**src/rtl/wb_glitch_seq.sv**
```systemverilog
// Wishbone-controlled glitch pulse sequencer with per-channel alarm counters.
// One pulse per matching slot offset within each pass of a programmable period.
module wb_glitch_seq #(
  parameter logic [31:0] BASE_ADDRESS = 32'h3000_0000,
  parameter int          N_SLOTS      = 8,
  parameter int          CTR_W        = 20,
  parameter int          N_CH         = 2,
  parameter int          CNT_W        = 8
) (
  input  logic            clk,
  input  logic            reset,
  input  logic            i_wb_cyc,
  input  logic            i_wb_stb,
  input  logic            i_wb_we,
  input  logic [31:0]     i_wb_addr,
  input  logic [31:0]     i_wb_data,
  output logic            o_wb_ack,
  output logic            o_wb_stall,
  output logic [31:0]     o_wb_data,
  input  logic            trigger_i,
  input  logic [N_CH-1:0] alarm_i,
  output logic            glitch,
  output logic            busy,
  output logic [N_CH-1:0] alarm_latch
);

  typedef enum logic [1:0] {
    S_IDLE = 2'd0,
    S_WAIT = 2'd1,
    S_RUN  = 2'd2,
    S_DONE = 2'd3
  } state_t;

  state_t state, state_nx;

  logic [31:0]        off;
  logic               in_win;
  logic               req;
  logic               wr;
  logic [5:0]         word;
  logic               ctrl_wr;
  logic               cfg_ok;
  logic               cfg_wr;
  logic               abort;
  logic               arm;
  logic               clr;
  logic               unused;

  logic [CTR_W-1:0]   period;
  logic [N_SLOTS-1:0] slot_en;
  logic [CTR_W-1:0]   offset [N_SLOTS];
  logic               rep;
  logic               ext;
  logic [CTR_W-1:0]   ctr;
  logic [7:0]         pass_cnt;
  logic               pulse;
  logic               hit;
  logic               end_pass;

  logic [N_CH-1:0]    alarm_q;
  logic [CNT_W-1:0]   alarm_cnt [N_CH];
  logic [31:0]        rdata;

  assign off     = i_wb_addr - BASE_ADDRESS;
  assign in_win  = ~|off[31:8];
  assign req     = i_wb_cyc & i_wb_stb & in_win;
  assign wr      = req & i_wb_we;
  assign word    = off[7:2];
  assign ctrl_wr = wr && (word == 6'd0);
  assign cfg_ok  = (state == S_IDLE) || (state == S_DONE);
  assign cfg_wr  = wr & cfg_ok;
  assign abort   = ctrl_wr & i_wb_data[3];
  assign arm     = ctrl_wr & i_wb_data[0] & ~i_wb_data[3] & cfg_ok;
  assign clr     = ctrl_wr & i_wb_data[4];
  assign unused  = ^{i_wb_data, off[1:0]};

  assign o_wb_stall = 1'b0;
  assign glitch     = pulse & ~clk;
  assign end_pass   = (state == S_RUN) && (ctr == period);

  always_comb begin
    hit = 1'b0;
    for (int i = 0; i < N_SLOTS; i++)
      if (slot_en[i] && (ctr == offset[i]))
        hit = 1'b1;
  end

  always_ff @(posedge clk or posedge reset) begin
    if (reset) state <= S_IDLE;
    else       state <= state_nx;
  end

  always_comb begin
    state_nx = state;
    if (abort) begin
      state_nx = S_IDLE;
    end else begin
      unique case (state)
        S_IDLE, S_DONE:
          if (arm) state_nx = i_wb_data[2] ? S_WAIT : S_RUN;
        S_WAIT:
          if (trigger_i) state_nx = S_RUN;
        S_RUN:
          if (end_pass && !rep) state_nx = S_DONE;
        default: state_nx = S_IDLE;
      endcase
    end
  end

  always_comb begin
    busy = (state == S_WAIT) || (state == S_RUN);
  end

  always_ff @(posedge clk or posedge reset) begin
    if (reset) begin
      period  <= '0;
      slot_en <= '0;
      rep     <= 1'b0;
      ext     <= 1'b0;
      for (int i = 0; i < N_SLOTS; i++) offset[i] <= '0;
    end else if (cfg_wr) begin
      if (word == 6'd0) begin
        rep <= i_wb_data[1];
        ext <= i_wb_data[2];
      end
      if (word == 6'd2) period  <= i_wb_data[CTR_W-1:0];
      if (word == 6'd3) slot_en <= i_wb_data[N_SLOTS-1:0];
      for (int i = 0; i < N_SLOTS; i++)
        if (word == 6'(4 + i)) offset[i] <= i_wb_data[CTR_W-1:0];
    end
  end

  // Counter stays at 0 outside RUN so every entry into RUN starts a fresh pass.
  always_ff @(posedge clk or posedge reset) begin
    if (reset) begin
      ctr      <= '0;
      pulse    <= 1'b0;
      pass_cnt <= '0;
    end else begin
      ctr   <= (state == S_RUN && !end_pass && !abort) ? ctr + 1'b1 : '0;
      pulse <= (state == S_RUN) && hit && !abort;
      if (arm)
        pass_cnt <= '0;
      else if (end_pass && !abort)
        pass_cnt <= pass_cnt + 8'd1;
    end
  end

  always_ff @(posedge clk or posedge reset) begin
    if (reset) begin
      alarm_q     <= '0;
      alarm_latch <= '0;
      for (int c = 0; c < N_CH; c++) alarm_cnt[c] <= '0;
    end else begin
      alarm_q <= alarm_i;
      for (int c = 0; c < N_CH; c++) begin
        if (clr) begin
          alarm_cnt[c]   <= '0;
          alarm_latch[c] <= 1'b0;
        end else if (alarm_i[c] && !alarm_q[c]) begin
          if (alarm_cnt[c] != '1) alarm_cnt[c] <= alarm_cnt[c] + 1'b1;
          alarm_latch[c] <= 1'b1;
        end
      end
    end
  end

  always_comb begin
    rdata = '0;
    case (word)
      6'd1:    rdata = {16'd0, pass_cnt, 4'd0, ext, rep, state};
      6'd2:    rdata = 32'(period);
      6'd3:    rdata = 32'(slot_en);
      6'd48:   rdata = 32'(alarm_latch);
      default: rdata = '0;
    endcase
    for (int i = 0; i < N_SLOTS; i++)
      if (word == 6'(4 + i)) rdata = 32'(offset[i]);
    for (int c = 0; c < N_CH; c++)
      if (word == 6'(32 + c)) rdata = 32'(alarm_cnt[c]);
  end

  always_ff @(posedge clk or posedge reset) begin
    if (reset) begin
      o_wb_ack  <= 1'b0;
      o_wb_data <= '0;
    end else begin
      o_wb_ack  <= req;
      o_wb_data <= (req && !i_wb_we) ? rdata : '0;
    end
  end

endmodule

```
**config.mk**
```make
export PLATFORM = sky130hd
export DESIGN_NAME = wb_glitch_seq
export DESIGN_NICKNAME = d
export VERILOG_FILES = /design/src/rtl/wb_glitch_seq.sv
export SDC_FILE = /design/constraint.sdc
export NUM_CORES = 1
export LEC_CHECK = 0
export CAP_MARGIN = 20
export CORE_MARGIN = 1.5
export CORE_UTILIZATION = 40
export DETAILED_ROUTE_END_ITERATION = 16
export GPL_TIMING_DRIVEN = 0
export SLEW_MARGIN = 20
export SYNTH_ARGS = -nofsm -noshare
export SYNTH_HDL_FRONTEND = slang
export SYNTH_SLANG_ARGS = --single-unit
```
**constraint.sdc**
```tcl
create_clock -name clk -period 9.9 [get_ports clk]
set_clock_uncertainty 0.05 [all_clocks]
set_input_delay 1.98 -clock clk [delete_from_list [all_inputs] [get_ports clk]]
set_output_delay 1.98 -clock clk [all_outputs]
set_load 0.005 [all_outputs]
```
==> qor.yml <==
netlist.area_leader.share_pct: 44.7
crit_path_end_kind: "output port"
die_w_um: 194
p_sw_uw: 625
power_frac_comb_pct: 6.6
final_area_um2: 17300
final-setup-viol-count: 0
synthTopCellsByCount: "262 x dfrtp_1, 169 x mux2_2, 109 x xor2_1"
drive_above_1_share_pct: 24.2
slowest_delay_ns: 0.50
post_cts_buffers: 0
critPathRequiredTime_ns: 7.87
r2r_end: "pulse$_DFF_PP0_"
leakagePower_nw: 8.20
synth_cell_types: 78
synthTopCellsByArea: "dfrtp_1 45%, mux2_2 13%, xor2_1 6.5%"
cp_cell_sequence: "clkbuf_16 > clkbuf_16 > nor2b_1 > clkdlybuf4s50_1"
synth_area_um2: 14700
synth_edf_count: 0
num-fill-cells: 3303
drv_cap: 0
cts_resized: 0
antenna_found_initial: 0
gr-total-overflow: 0
tightest_slew_ns: 0.877
die_area_um2: 37800
wl_mm: 49.0
critPathArrivalTime_ns: 5.80
gp_congestion: 0.958
synth_seq_cells: 262
post-route-drc-count: 0
seqPwrFrac_pct: 43.8
grt_usage_pct: 26.0
syn_area_per_cell_um2: 11.4
hold_viol_final: 0
critPathLaunchType: "clock port"
hpwl_mm: 37.0
grt_pass1_vias: 11100
place_ws_ns: 2.35
cts_tree: "built"
area_growth_syn_to_layout_pct: 17.8
synth_seq_area_share_pct: 44.7
crit_path_end: "glitch"
drt-initial-drc-count: 1113
core_um2: 35800
hold_class: "reg2reg"
crit_type: "clk2out"
grt_max_degree: 100
fp.dieH_um: 194
swShare_pct: 24.2
setup_slack_ns: 2.07
status: "finished clean"
p_per_area_nw_per_um2: 150
rrSetupSlack_ns: 6.72
worstSetupStartpoint: "clk"
yosys_warnings: 0
crit_top_cell: "clkbuf_16"
ys.flop_type: "dfrtp_1"
synth_area_leader_cell: "dfrtp_1"
ios: 110
fp-row-count: 69
synthCells: 1289
route.antenna.remaining_nets: 0
critPathMaxFanout: 2
synthArstFlopShare_pct: 100
final-instance-count-excl-fill: 1900
r2r_start: "ctr[11]$_DFF_PP0_"
vdd_drop_max_mv: 0.148
holdCritStartpoint: "offset[96]$_DFFE_PP0P_"
p_clk_share_pct: 49.7
fin_nets: 1492
diodes: 0
wl_per_cell_um: 25.8
vias: 11100
via_per_inst: 5.84
grt_pass1_wl_mm: 72.5
placed_area_um2: 16100
ctsHoldBuffers: 0
p_int_mw: 1.96
crit_slowest_cell: "clkdlybuf4s50_1"
start_util_pct: 40.9
portBuffers: 75
r2r_cells: 7
clkTransAtPathRegs_ns: 0.06
rsz0062_at_grt: "no"
dr.pass1.iters: 6
relSlewSlack_pct: 40.9
clkLatencyLatePin_ns: 0.70
drv_slew: 0
synth.most_common_cell: "dfrtp_1"
dpl.cell_count: 1839
[cell families (layout without fill, tap and decap cells)]
family                     Yosys count  after routing  share of synthesized area (%)
DFF                                262            262                           44.7
AOI/OAI and AO/OA                  157            157                           7.76
muxes                              218            218                           17.3
and+or+nand+nor                    321            321                           12.8
adders and majority gates            6              6                          0.512
buffers and inverters              108            246                           4.00
other                                1             13                         0.0256
xor gates and xnor gates           216            216                           12.9
[how the worst min path moves through the flow]
stage	endpoint	slack, ns	depth (start not counted)
2_1_floorplan	ext$_DFFE_PP0P_	0.43	1
3_3_place_gp	offset[96]$_DFFE_PP0P_	0.47	1
4_1_cts	offset[96]$_DFFE_PP0P_	0.49	1
5_1_grt	offset[96]$_DFFE_PP0P_	0.52	1
6_report	offset[96]$_DFFE_PP0P_	0.49	1
3_5_place_dp	ext$_DFFE_PP0P_	0.48	1
[per-layer routing]
layer / track usage (%) / share of wire (%)
met1: 35.8 / 44
met2: 39.1 / 44
met3: 6.51 / 8.1
met4: 10.8 / 3.8
met5: 0 / 0
[worst max-delay path: cells and delay by family]
kind	cells	cell delay [ns]
simple gates	1	0.10
buf+inv	3	0.75
[power groups by stage]
stage / Sequential (mW) / Combinational, mW / Clock, mW
after floorplan: 1.14 / 0.102 / 0.0000251
after global placement: 1.15 / 0.163 / 0.0000252
after detailed placement: 1.15 / 0.170 / 0.0000252
after CTS: 1.13 / 0.170 / 1.30
after global routing: 1.13 / 0.190 / 1.34
final: 1.13 / 0.170 / 1.28
[cell usage in the layout, fill, tap and decap left out, drive strengths merged, types with 28 or more instances in the layout]
master,Yosys,final
nand4,41,41
nor2,90,90
dfrtp,262,262
nand2,47,47
clkdlybuf4s50,0,75
xnor2,107,107
mux2,199,199
nor4,42,42
nand3,38,38
o21ai,28,28
buf,81,83
xor2,109,109
clkbuf,18,65
[cell type report]
| class | count | area, µm² | share of cell area (%) |
|---|---|---|---|
| buffer | 99 | 553 | 3.20 |
| clock inverter | 14 | 183 | 1.06 |
| clock buffer | 48 | 1000 | 5.79 |
| sequential | 262 | 6560 | 38.0 |
| inverter | 9 | 41.3 | 0.239 |
| timing repair buffer | 76 | 796 | 4.61 |
| multi-input combinational | 931 | 7570 | 43.8 |
| tap | 461 | 577 | 3.34 |
[registers in the layout (all words and copies together), names as in the netlist, 8 cells and up]
signal     count
offset       160
ctr           20
o_wb_data     20
period        20
alarm_cnt     16
pass_cnt       8
slot_en        8
[stage by stage]
| stage | utilization [%] | setup TNS [ns] | hold slack, ns | total power, mW |
|---|---|---|---|---|
| 2_1_floorplan | - | 0 | 0.427 | 1.24 |
| 3_3_place_gp | 44.8 | -822.39 | 0.470 | 1.31 |
| 3_5_place_dp | 44.9 | 0 | 0.478 | 1.32 |
| 4_1_cts | 48.2 | 0 | 0.490 | 2.60 |
| 5_1_grt | 48.2 | 0 | 0.519 | 2.67 |
| 6_report | 48.2 | 0 | 0.491 | 2.58 |
Note: power is estimated with default switching activity, not from simulation.
